===== src/rtl/lstm_delta_ctrl.sv =====
// Sequencer for the LSTM backprop delta datapath: fetch, load and a fixed micro-program per hidden unit.
// Outputs are computed from the next state and registered, so each strobe lines up with its state.
module lstm_delta_ctrl #(
   parameter int N_UNITS   = 8,
   parameter int ADDR_W    = 3,
   parameter int MICRO_LEN = 12
) (
   input  logic              clk,
   input  logic              rst,
   input  logic              i_start,
   input  logic              i_no_next,
   input  logic              i_rd_valid,
   output logic              o_rd_en,
   output logic [ADDR_W-1:0] o_addr,
   output logic              o_busy,
   output logic              o_done,
   output logic              o_dstate_valid,
   output logic              o_dgate_valid,
   output logic [1:0]        o_gate_id,
   output logic [1:0]        o_sel_in1,
   output logic [1:0]        o_sel_in2,
   output logic [1:0]        o_sel_in4,
   output logic              o_sel_in3,
   output logic [2:0]        o_sel_in5,
   output logic [1:0]        o_sel_x1_1,
   output logic [1:0]        o_sel_x2_2,
   output logic [1:0]        o_sel_as_2,
   output logic [1:0]        o_sel_temp,
   output logic              o_sel_x1_2,
   output logic              o_sel_as_1,
   output logic              o_sel_addsub
);
   localparam int USTEP_W = $clog2(MICRO_LEN);
   localparam logic [USTEP_W-1:0] LAST_STEP = USTEP_W'(MICRO_LEN - 1);
   localparam logic [ADDR_W-1:0]  LAST_UNIT = ADDR_W'(N_UNITS - 1);

   typedef enum logic [2:0] {IDLE, FETCH, WAIT, LOAD, COMPUTE, DONE} state_t;

   state_t              state, next_state;
   logic [ADDR_W-1:0]   unit, next_unit;
   logic [USTEP_W-1:0]  ustep, next_ustep;
   logic                no_next, next_no_next;

   logic              rd_en_nx, busy_nx, done_nx, dstate_valid_nx, dgate_valid_nx;
   logic [ADDR_W-1:0] addr_nx;
   logic [1:0]        gate_id_nx, sel_in1_nx, sel_in2_nx, sel_in4_nx;
   logic              sel_in3_nx, sel_x1_2_nx, sel_as_1_nx, sel_addsub_nx;
   logic [2:0]        sel_in5_nx;
   logic [1:0]        sel_x1_1_nx, sel_x2_2_nx, sel_as_2_nx, sel_temp_nx;

   // State, counters and registered outputs.
   always_ff @(posedge clk) begin
      if (rst) begin
         state          <= IDLE;
         unit           <= '0;
         ustep          <= '0;
         no_next        <= 1'b0;
         o_rd_en        <= 1'b0;
         o_addr         <= '0;
         o_busy         <= 1'b0;
         o_done         <= 1'b0;
         o_dstate_valid <= 1'b0;
         o_dgate_valid  <= 1'b0;
         o_gate_id      <= 2'b00;
         o_sel_in1      <= 2'b00;
         o_sel_in2      <= 2'b00;
         o_sel_in3      <= 1'b0;
         o_sel_in4      <= 2'b00;
         o_sel_in5      <= 3'b111;
         o_sel_x1_1     <= 2'b00;
         o_sel_x2_2     <= 2'b00;
         o_sel_as_2     <= 2'b00;
         o_sel_temp     <= 2'b10;
         o_sel_x1_2     <= 1'b0;
         o_sel_as_1     <= 1'b0;
         o_sel_addsub   <= 1'b0;
      end else begin
         state          <= next_state;
         unit           <= next_unit;
         ustep          <= next_ustep;
         no_next        <= next_no_next;
         o_rd_en        <= rd_en_nx;
         o_addr         <= addr_nx;
         o_busy         <= busy_nx;
         o_done         <= done_nx;
         o_dstate_valid <= dstate_valid_nx;
         o_dgate_valid  <= dgate_valid_nx;
         o_gate_id      <= gate_id_nx;
         o_sel_in1      <= sel_in1_nx;
         o_sel_in2      <= sel_in2_nx;
         o_sel_in3      <= sel_in3_nx;
         o_sel_in4      <= sel_in4_nx;
         o_sel_in5      <= sel_in5_nx;
         o_sel_x1_1     <= sel_x1_1_nx;
         o_sel_x2_2     <= sel_x2_2_nx;
         o_sel_as_2     <= sel_as_2_nx;
         o_sel_temp     <= sel_temp_nx;
         o_sel_x1_2     <= sel_x1_2_nx;
         o_sel_as_1     <= sel_as_1_nx;
         o_sel_addsub   <= sel_addsub_nx;
      end
   end

   // Next-state and counter logic.
   always_comb begin
      next_state   = state;
      next_unit    = unit;
      next_ustep   = ustep;
      next_no_next = no_next;
      case (state)
         IDLE: begin
            if (i_start) begin
               next_state   = FETCH;
               next_unit    = '0;
               next_no_next = i_no_next;
            end else begin
               next_state = IDLE;
            end
         end
         FETCH: next_state = WAIT;
         WAIT: begin
            if (i_rd_valid) next_state = LOAD;
            else            next_state = WAIT;
         end
         LOAD: begin
            next_state = COMPUTE;
            next_ustep = '0;
         end
         COMPUTE: begin
            if (ustep == LAST_STEP) begin
               next_ustep = '0;
               if (unit == LAST_UNIT) begin
                  next_state = DONE;
               end else begin
                  next_state = FETCH;
                  next_unit  = unit + ADDR_W'(1);
               end
            end else begin
               next_ustep = ustep + USTEP_W'(1);
            end
         end
         DONE:    next_state = IDLE;
         default: next_state = IDLE;
      endcase
   end

   // Output decode from the upcoming state; idle select set unless overridden.
   always_comb begin
      rd_en_nx        = 1'b0;
      addr_nx         = '0;
      busy_nx         = 1'b0;
      done_nx         = 1'b0;
      dstate_valid_nx = 1'b0;
      dgate_valid_nx  = 1'b0;
      gate_id_nx      = 2'b00;
      sel_in1_nx      = 2'b00;
      sel_in2_nx      = 2'b00;
      sel_in3_nx      = 1'b0;
      sel_in4_nx      = 2'b00;
      sel_in5_nx      = 3'b111;
      sel_x1_1_nx     = 2'b00;
      sel_x2_2_nx     = 2'b00;
      sel_as_2_nx     = 2'b00;
      sel_temp_nx     = 2'b10;
      sel_x1_2_nx     = 1'b0;
      sel_as_1_nx     = 1'b0;
      sel_addsub_nx   = 1'b0;
      case (next_state)
         FETCH: begin
            rd_en_nx = 1'b1;
            addr_nx  = next_unit;
            busy_nx  = 1'b1;
         end
         WAIT: begin
            addr_nx = next_unit;
            busy_nx = 1'b1;
         end
         LOAD: begin
            addr_nx     = next_unit;
            busy_nx     = 1'b1;
            sel_in1_nx  = 2'b01;
            sel_in2_nx  = 2'b01;
            sel_in3_nx  = 1'b1;
            sel_in4_nx  = 2'b01;
            sel_in5_nx  = 3'b000;
            sel_temp_nx = 2'b11;
         end
         COMPUTE: begin
            addr_nx = next_unit;
            busy_nx = 1'b1;
            case (next_ustep)
               4'd0: begin sel_x1_1_nx = 2'b01; sel_x2_2_nx = 2'b01; sel_temp_nx = 2'b00; end
               4'd1: begin sel_x1_1_nx = 2'b10; sel_as_1_nx = 1'b1; sel_temp_nx = 2'b00; end
               4'd2: begin
                  // d_state accumulate: a last timestep adds the zero input instead of the future term
                  if (next_no_next) sel_in4_nx = 2'b11;
                  else              sel_in1_nx = 2'b10;
                  sel_as_2_nx = 2'b01;
                  sel_temp_nx = 2'b00;
               end
               4'd3: dstate_valid_nx = 1'b1;
               4'd4: begin sel_x1_1_nx = 2'b11; sel_x1_2_nx = 1'b1; sel_in5_nx = 3'b000; end
               4'd5: begin dgate_valid_nx = 1'b1; gate_id_nx = 2'b00; sel_in5_nx = 3'b001; end
               4'd6: begin sel_x2_2_nx = 2'b10; sel_in5_nx = 3'b010; end
               4'd7: begin dgate_valid_nx = 1'b1; gate_id_nx = 2'b01; sel_in5_nx = 3'b011; end
               4'd8: begin sel_as_2_nx = 2'b10; sel_addsub_nx = 1'b1; end
               4'd9: begin dgate_valid_nx = 1'b1; gate_id_nx = 2'b10; end
               4'd10: begin sel_x1_1_nx = 2'b01; sel_as_2_nx = 2'b11; end
               4'd11: begin dgate_valid_nx = 1'b1; gate_id_nx = 2'b11; end
               default: sel_temp_nx = 2'b10;
            endcase
         end
         DONE:    done_nx = 1'b1;
         default: done_nx = 1'b0;
      endcase
   end
endmodule


===== config.mk =====
export PLATFORM = sky130hd
export DESIGN_NAME = lstm_delta_ctrl
export DESIGN_NICKNAME = d
export VERILOG_FILES = /design/src/rtl/lstm_delta_ctrl.sv
export SDC_FILE = /design/constraint.sdc
export NUM_CORES = 1
export LEC_CHECK = 0
export ABC_CLOCK_PERIOD_IN_PS = 4600
export BUFFER_PORTS_ARGS = -buffer_cell sky130_fd_sc_hd__buf_2
export CORE_MARGIN = 2
export CORE_UTILIZATION = 56
export DETAILED_ROUTE_END_ITERATION = 10
export PLACE_DENSITY = 0.92
export SYNTH_ARGS = -nofsm -noshare
export SYNTH_HDL_FRONTEND = slang
export SYNTH_SLANG_ARGS = --single-unit

===== constraint.sdc =====
create_clock -name clk -period 4.6 [get_ports clk]
set_input_delay 0.92 -clock clk [delete_from_list [all_inputs] [get_ports clk]]
set_output_delay 0.92 -clock clk [all_outputs]
set_load 0.005 [all_outputs]

==> results.py, run 1 <==
metrics = {
    "logic_synthesis": {
        "syn_area_um2": 1530,
        "synth_area_per_cell_um2": 9.43,
        "synth_most_common_cell": "dfxtp_1",
        "async_reset_ff_share_pct": 0,
        "ys_warn_count": 0,
        "synth_seq_cells": 39,
        "ys_seq_area_share_pct": 51.1,
        "synth_cell_types": 44,
        "synth_top_cell_by_area": "dfxtp_1",
        "synth-edff-count": 0,
        "synthTopCellsByArea": "dfxtp_1, nor2_1, nand2_1, nor3_1, nand3_1",
        "synth_fp_nets": 169,
        "syn_inst": 162,
        "synth-main-ff-cell": "dfxtp_1",
        "synthTopCellsByCount": "dfxtp_1, nor2_1, nand2_1",
        "synth_top_cell_area_share_pct": 51.1,
    },
    "route": {
        "vias": 1301,
        "first_pass_iters": 4,
        "drc": 0,
        "drt-total-wl_um": 3120,
        "via_per_inst": 5.81,
        "drt_iter0_markers": 30,
        "wl_per_cell_um": 13.9,
        "ant_nets": 0,
    },
    "worst_setup_path": {
        "crit_chain": "ha_1, nand4bb_1, a32oi_2, nor3b_2, nand2_1, o31ai_1",
        "regToRegStartpoint": "ustep[0]",
        "cp.required_ns": 4.86,
        "critical_path.slowest_cell": "dfxtp_1",
        "cp_slowest_stage_delay_ns": 0.49,
        "r2r_end": "o_sel_in4[0]",
        "crit_arrival_ns": 2.43,
        "crit_start": "ustep[0]",
        "r2r_cells": 6,
        "path_class": "register to register",
        "cp_num_cells": 6,
        "end_kind": "register",
        "worst-path-buf-inv": 0,
        "crit_fanout": 9,
        "r2r_setup_slack_ns": 2.42,
        "crit_path_start_kind": "register",
        "critPathTopFamily": "compound AO/OA/AOI/OAI gates",
    },
    "clock_network": {
        "cts_resized": 0,
        "cts_hold_buf": 0,
        "clk_pin_slew_ns": 0.11,
        "cts_tree": "built",
        "cts_buffer_depth": 2,
        "numCtsBuffers": 5,
        "cts.htree.levels": 2,
        "cts_root_buf": "clkbuf_4",
        "clkSinkCount": 39,
        "clk_latency_ns": 0.35,
        "cts_setup_buffers": 0,
    },
    "global_routing": {
        "grt_max_degree": 23,
        "grt_pass1_wl_um": 5470,
        "antenna_found_initial": 0,
        "track_usage_pct": 22.1,
        "overflow": 0,
        "grt_pass1_vias": 1227,
    },
    "timing": {
        "finClkSkew_ns": 0.00807,
        "max-slew-margin-rel_pct": 63.3,
        "fin_crit_ns": 2.18,
        "fin_tns_setup_ns": 0,
        "finalSetupViolations": 0,
        "rsz0062_at_grt": "false",
        "timing.fmax_mhz": 459,
        "slew_viol_final": 0,
        "hold_viol": 0,
        "worstMarginPinSlew_ns": 0.549,
        "min_period_over_period_pct": 47.3,
    },
    "run": {
        "maxCapViolCount": 0,
    },
    "place": {
        "placed_area_um2": 1660,
        "dpl.hpwl_um": 2340,
        "gp_congestion": 0.922,
        "numPortBuffers": 34,
        "dp.cells": 216,
    },
    "min_path": {
        "min_to": "unit[2]",
        "hold_class": "register to register",
        "min_path_cells": 2,
        "holdCritStartpoint": "unit[2]",
    },
    "finish": {
        "fillers": 206,
        "fin_nets": 200,
        "drive_gt1_share_pct": 25.3,
        "stdcell_area_um2": 1760,
        "area_growth_pct": 15.5,
        "antenna_cells": 0,
        "fin_cells": 224,
    },
    "floorplanning": {
        "core-area_um2": 2520,
        "chipHeight_um": 56.2,
        "die_w_um": 56.2,
        "die_area_um2": 3160,
        "ioPinCount": 36,
        "initial_core_util_pct": 60.6,
        "fp-row-count": 18,
    },
    "power_and_ir_drop": {
        "ir_drop_mv": 0.393,
        "p_leak_nw": 0.809,
        "total_power_w": 0.000694,
        "power_density_nw_per_um2": 393,
    },
    "status": {
        "outcome": "completed",
    },
}
## registers in the layout, indices dropped and copies added, names as in the netlist, 3 cells and up
| register | count |
|---|---|
| o_addr | 3 |
| o_sel_in5 | 3 |
| state | 3 |
| unit | 3 |
| ustep | 4 |
## where the power goes
part	switching (W)	total, W	internal (W)
clock	0.000109	0.000278	0.000170
combinational	0.0000350	0.0000586	0.0000236
sequential	0.0000101	0.000357	0.000347
total	0.000154	0.000694	0.000541
## layout make-up
cell class | count | area [µm²] | share of cell area, %
clock buffers | 6 | 41.3 | 2.34
clock inverters | 2 | 60.1 | 3.40
inverters | 2 | 7.51 | 0.426
multi-input cells | 111 | 667 | 37.8
flip-flops and latches | 39 | 781 | 44.3
well taps | 30 | 37.5 | 2.13
repair buffers | 34 | 170 | 9.65
## worst max-delay path by stage
stage and endpoint:
5_1_grt o_sel_in4[0], 4_1_cts o_sel_in4[0], 2_1_floorplan o_sel_in4[0], 3_3_place_gp o_sel_in5[0], 6_report o_sel_in4[0], 3_5_place_dp o_sel_in5[0]
## worst reg2reg max path: stages (launching register included)
cell and delay, ns:
dfxtp_1 0.49, ha_1 0.25, nand4bb_1 0.14, a32oi_2 0.42
nor3b_2 0.34, nand2_1 0.17, o31ai_1 0.29
## layout by cell type, fill, tap and decap left out, types with 5 or more instances in the layout
| cell | n |
|---|---|
| nand3_1 | 7 |
| nand2_1 | 12 |
| dfxtp_1 | 39 |
| clkbuf_4 | 5 |
| nor3_1 | 8 |
| buf_2 | 34 |
| nor2_1 | 28 |
## logic make-up after synthesis
kind of cell | after synthesis | synth area share [%]
multiplexers | 3 | 1.97
flip-flops | 39 | 51.1
other | 1 | 0.245
XOR/XNOR | 2 | 1.15
AO/OA/AOI/OAI | 22 | 11.0
buffers and inverters | 12 | 5.24
AND/OR/NAND/NOR | 81 | 27.7
adder cells (fa/ha/maj) | 2 | 1.64
## metrics by stage
stage / setup WS (ns) / util (%) / hold WS [ns]
CTS: 2.48 / 69.9 / 0.548
detailed placement: 2.43 / 65.9 / 0.523
global route: 2.29 / 69.9 / 0.604
finish: 2.42 / 69.9 / 0.545
global placement: 2.44 / 65.9 / 0.521
floorplan: 2.77 / - / 0.492
## routing by layer
metal / routed length, µm / GRT usage (%) / vias to the layer above
met1: 1300 / 26.5 / 607
met5: 0 / 0 / -
met2: 1520 / 36.3 / 58
met3: 240 / 7.91 / 8
met4: 55 / 8.16 / 0
li1: - / - / 628
No activity file was read; power rests on OpenSTA's default activity.
==> run 2: changes to the inputs <==
==> config.mk (replaced) <==
export PLATFORM = sky130hd
export DESIGN_NAME = lstm_delta_ctrl
export DESIGN_NICKNAME = d
export VERILOG_FILES = /design/src/rtl/lstm_delta_ctrl.sv
export SDC_FILE = /design/constraint.sdc
export NUM_CORES = 1
export LEC_CHECK = 0
export ABC_CLOCK_PERIOD_IN_PS = 2140
export BUFFER_PORTS_ARGS = -buffer_cell sky130_fd_sc_hd__buf_2
export CORE_MARGIN = 2
export CORE_UTILIZATION = 52
export DETAILED_ROUTE_END_ITERATION = 10
export PLACE_DENSITY = 0.87
export SYNTH_ARGS = -nofsm -noshare
export SYNTH_HDL_FRONTEND = slang
export SYNTH_SLANG_ARGS = --single-unit
==> constraint.sdc (replaced) <==
create_clock -name clk -period 2.14 [get_ports clk]
set_input_delay 0.428 -clock clk [delete_from_list [all_inputs] [get_ports clk]]
set_output_delay 0.428 -clock clk [all_outputs]
set_load 0.005 [all_outputs]
==> results.py, run 2 (synthesis gave the netlist of run 1 again) <==
metrics = {
    "status": {
        "outcome": "completed",
    },
    "route": {
        "wl_per_cell_um": 13.3,
        "via_per_inst": 5.64,
        "drt_iter0_markers": 53,
        "ant_nets": 0,
        "vias": 1302,
        "drc": 0,
        "first_pass_iters": 4,
        "drt-total-wl_um": 3080,
    },
    "finish": {
        "stdcell_area_um2": 1760,
        "area_growth_pct": 15.5,
        "layout_common_cells": "dfxtp_1, buf_2, nor2_1",
        "regMostFlops": "ustep",
        "layout_commonest_cell": "dfxtp_1",
        "antenna_cells": 0,
        "fin_nets": 206,
        "drive_gt1_share_pct": 28.0,
        "largest_register_ffs": 4,
    },
    "power_and_ir_drop": {
        "power_density_nw_per_um2": 715,
        "p_leak_nw": 0.814,
        "ir_drop_mv": 0.659,
    },
    "place": {
        "placed_area_um2": 1710,
        "preCtsSetupSlack_ns": 0.226,
        "numPortBuffers": 34,
        "dpl.hpwl_um": 2320,
        "gp_congestion": 0.872,
    },
    "floorplanning": {
        "chipHeight_um": 58.2,
        "ioPinCount": 36,
        "die_w_um": 58.2,
        "fp-row-count": 19,
        "core-area_um2": 2780,
        "die_area_um2": 3390,
        "initial_core_util_pct": 54.9,
    },
    "timing": {
        "fin_crit_ns": 1.88,
        "slew_viol_final": 0,
        "max-slew-margin-rel_pct": 63.2,
        "finalSetupViolations": 0,
        "worstMarginPinSlew_ns": 0.552,
        "fin_tns_setup_ns": 0,
        "finClkSkew_ns": 0.0123,
        "min_period_over_period_pct": 87.7,
        "hold_viol": 0,
        "fin_ws_ns": 0.262,
        "rsz0062_at_grt": "false",
        "timing.fmax_mhz": 533,
    },
    "global_routing": {
        "overflow": 0,
        "grt_pass1_vias": 1153,
        "grtUsageMet2_pct": 30.8,
        "track_usage_pct": 19.9,
        "grt_max_degree": 22,
        "grt-busiest-layer": "met2",
        "use_met1_pct": 25.0,
        "use_met3_pct": 4.69,
        "antenna_found_initial": 0,
        "grt_pass1_wl_um": 5070,
    },
    "worst_setup_path": {
        "crit_fanout": 11,
        "crit_chain": "or3b_4, or3_1, and3_1, nand2_1, o31ai_1",
        "r2r_setup_slack_ns": 0.26,
        "path_class": "register to register",
        "cp.required_ns": 2.38,
        "cp_slowest_stage_delay_ns": 0.47,
        "critPathTopFamily": "simple AND/OR/NAND/NOR gates",
        "crit_arrival_ns": 2.12,
        "critical_path.slowest_cell": "or3b_4",
        "worst-path-buf-inv": 0,
        "end_kind": "register",
        "crit_path_start_kind": "register",
    },
    "clock_network": {
        "numCtsBuffers": 5,
        "cts_buffer_depth": 2,
        "cts_root_buf": "clkbuf_4",
        "clkSinkCount": 39,
        "clk_latency_ns": 0.35,
        "clk_pin_slew_ns": 0.12,
        "cts_setup_buffers": 0,
        "cts_hold_buf": 0,
        "cts_resized": 0,
        "cts_tree": "built",
        "cts.htree.levels": 2,
    },
    "min_path": {
        "hold_class": "input pin to register",
    },
    "run": {
        "maxCapViolCount": 0,
    },
}
-- run 2: cell types whose count changed in the layout (fill, tap and decap cells not counted), sizes merged --
cell      change
buf           +6
bufinv        -2
clkinv        +1
clkinvlp      +1
-- run 2: area by class of cell --
| cell class | instances | area [µm²] |
|---|---|---|
| clock inverters | 2 | 12.5 |
| fillers | 227 | 1020 |
| clock buffers | 6 | 41.3 |
| inverters | 2 | 7.51 |
| well taps | 31 | 38.8 |
| repair buffers | 40 | 215 |
| multi-input cells | 111 | 667 |
| flip-flops and latches | 39 | 782 |
-- run 2: where the power goes --
group	switching (W)	internal (W)	total, W
combinational	0.0000779	0.0000562	0.000134
sequential	0.0000186	0.000747	0.000765
clock	0.000235	0.000127	0.000362
-- run 2: per-layer routing --
layer	wire length, µm	share of wire [%]	vias up
met4	86	2.8	0
met1	1310	43	594
li1	-	-	639
met2	1440	47	59
met5	0	0	-
met3	240	7.8	10
-- run 2: worst paths after layout --
path / end / startpoint / depth (start not counted)
max: o_sel_in4[0] / state[0] / 5
min: no_next / i_no_next / 3
max reg2reg: o_sel_in4[0] / state[0] / 5
min reg2reg: unit[2] / unit[2] / 2
-- run 2: worst register-to-register path: stages (launching register included) --
cell,delay [ns]
dfxtp_1,0.42
or3b_4,0.47
or3_1,0.37
and3_1,0.24
nand2_1,0.17
o31ai_1,0.10
-- run 2: per-stage QoR --
step	util, %	total power, W	hold WS [ns]	instances
after floorplan	-	0.000880	0.492	162
after global placement	61.4	0.000912	0.512	223
after detailed placement	61.4	0.000916	0.524	223
after CTS	63.4	0.00127	0.431	231
after global routing	63.4	0.00132	0.446	231
final	63.4	0.00126	0.432	231
==> run 3: changes to the inputs <==
--- a/config.mk
+++ b/config.mk
@@ -8,9 +8,10 @@
 export ABC_CLOCK_PERIOD_IN_PS = 2140
 export BUFFER_PORTS_ARGS = -buffer_cell sky130_fd_sc_hd__buf_2
 export CORE_MARGIN = 2
-export CORE_UTILIZATION = 52
+export CORE_UTILIZATION = 54
+export CTS_BUF_LIST = sky130_fd_sc_hd__clkbuf_8
 export DETAILED_ROUTE_END_ITERATION = 10
-export PLACE_DENSITY = 0.87
+export PLACE_DENSITY = 0.89
 export SYNTH_ARGS = -nofsm -noshare
 export SYNTH_HDL_FRONTEND = slang
 export SYNTH_SLANG_ARGS = --single-unit
==> results.py, run 3 (synthesis gave the netlist of run 1 again) <==
metrics = {
    "status": {
        "outcome": "completed",
    },
    "floorplanning": {
        "die_w_um": 57.2,
        "die_area_um2": 3270,
        "ioPinCount": 36,
        "core-area_um2": 2710,
        "initial_core_util_pct": 56.4,
        "fp-row-count": 19,
        "chipHeight_um": 57.2,
    },
    "worst_setup_path": {
        "r2r_end": "o_gate_id[0]",
        "r2r_cells": 5,
        "crit_path_start_kind": "register",
        "r2r_setup_slack_ns": 0.07,
        "regToRegStartpoint": "state[2]",
        "path_class": "register to register",
        "crit_start": "state[2]",
        "cp.required_ns": 2.33,
        "crit_arrival_ns": 2.26,
        "crit_fanout": 12,
        "end_kind": "register",
    },
    "power_and_ir_drop": {
        "p_sw_share_pct": 24.0,
        "total_power_w": 0.00151,
        "p_leak_nw": 0.841,
        "p_seq_share_pct": 50.8,
        "p_comb_share_pct": 9.2,
        "power_frac_clock_pct": 40.1,
        "power_switching_w": 0.000362,
        "ir_drop_mv": 0.650,
        "power_density_nw_per_um2": 829,
        "p_int_w": 0.00115,
    },
    "clock_network": {
        "clk_pin_slew_ns": 0.07,
        "cts_resized": 0,
        "cts_tree": "built",
        "cts_root_buf": "clkbuf_8",
        "numCtsBuffers": 5,
        "clkSinkCount": 39,
        "cts.htree.levels": 2,
        "cts_setup_buffers": 0,
        "cts_buffer_depth": 2,
        "clk_latency_ns": 0.30,
        "cts_hold_buf": 0,
    },
    "route": {
        "drt-total-wl_um": 3520,
        "drt_iter0_markers": 76,
        "drc": 0,
        "vias": 1332,
        "via_per_inst": 5.79,
        "wl_per_cell_um": 15.3,
        "ant_nets": 0,
        "first_pass_iters": 5,
    },
    "finish": {
        "largest_register_ffs": 4,
        "layout_commonest_cell": "dfxtp_1",
        "layout_common_cells": "dfxtp_1, buf_2, nor2_1",
        "regMostFlops": "ustep",
        "fillers": 218,
        "fin_nets": 205,
        "post-route-util_pct": 67.2,
        "antenna_cells": 0,
        "area_growth_pct": 19.2,
        "drive_gt1_share_pct": 27.6,
    },
    "timing": {
        "finalSetupViolations": 0,
        "timing.fmax_mhz": 483,
        "hold_viol": 0,
        "rsz0062_at_grt": "false",
        "slew_viol_final": 0,
        "min_period_over_period_pct": 96.8,
        "fin_tns_setup_ns": 0,
        "finClkSkew_ns": 0.00520,
        "max-slew-margin-rel_pct": 61.3,
        "fin_crit_ns": 2.07,
        "worstMarginPinSlew_ns": 0.581,
        "fin_ws_ns": 0.0679,
    },
    "global_routing": {
        "grt_pass1_wl_um": 5870,
        "antenna_found_initial": 0,
        "track_usage_pct": 23.7,
        "grt_max_degree": 22,
        "grt_pass1_vias": 1285,
        "overflow": 0,
    },
    "min_path": {
        "min_to": "no_next",
        "min_path_cells": 3,
        "hold_class": "input pin to register",
        "holdCritStartpoint": "i_no_next",
    },
    "place": {
        "gp_congestion": 0.926,
        "numPortBuffers": 34,
        "preCtsSetupSlack_ns": 0.182,
        "dpl.hpwl_um": 2470,
    },
    "run": {
        "maxCapViolCount": 0,
    },
}
## run 3: cell count changes in the layout (fill, tap and decap cells not counted), sizes merged
cell / change
bufinv: +1
buf: -1
clkinv: +1
clkbuf: -1
clkinvlp: -1
## run 3: power groups by stage
stage | logic (W) | clock network [W] | registers, W
6_report | 0.000139 | 0.000605 | 0.000767
3_5_place_dp | 0.000134 | 0 | 0.000783
5_1_grt | 0.000155 | 0.000635 | 0.000769
4_1_cts | 0.000135 | 0.000611 | 0.000766
2_1_floorplan | 0.000107 | 0 | 0.000773
3_3_place_gp | 0.000130 | 0 | 0.000781
## run 3: through the flow
step / cells / hold WS (ns) / cell area (µm²)
2_1_floorplan: 162 / 0.492 / 1530
3_3_place_gp: 222 / 0.515 / 1700
3_5_place_dp: 222 / 0.528 / 1700
4_1_cts: 230 / 0.469 / 1810
5_1_grt: 230 / 0.524 / 1820
6_report: 230 / 0.471 / 1820
## run 3: worst max path at each step
stage                     cells past startpoint       endpoint
after CTS                                     5   o_gate_id[0]
after floorplan                               6   o_sel_in4[0]
after global routing                          5  o_sel_x2_2[1]
final                                         5   o_gate_id[0]
after global placement                        5  o_dgate_valid
after detailed placement                      5  o_dgate_valid
## run 3: cell type report
cell class	count	area (µm²)	share of cell area, %
well taps	31	38.8	2.13
multi-input cells	111	674	37.0
repair buffers	39	208	11.4
inverters	2	7.51	0.412
clock inverters	3	43.8	2.40
flip-flops and latches	39	781	42.9
clock buffers	5	68.8	3.78
## run 3: critical path, cell delays in order, from the launching register on
cell     delay, ns
dfxtp_1       0.52
or3b_4        0.47
or3_1         0.38
and3_1        0.26
mux2i_1       0.26
nor2_1        0.08
## run 3: per-layer routing
metal,GRT usage [%],share of wire [%]
met2,38.8,51
met5,0,0
met3,8.16,8.4
met1,26.8,39
met4,13.6,2.0
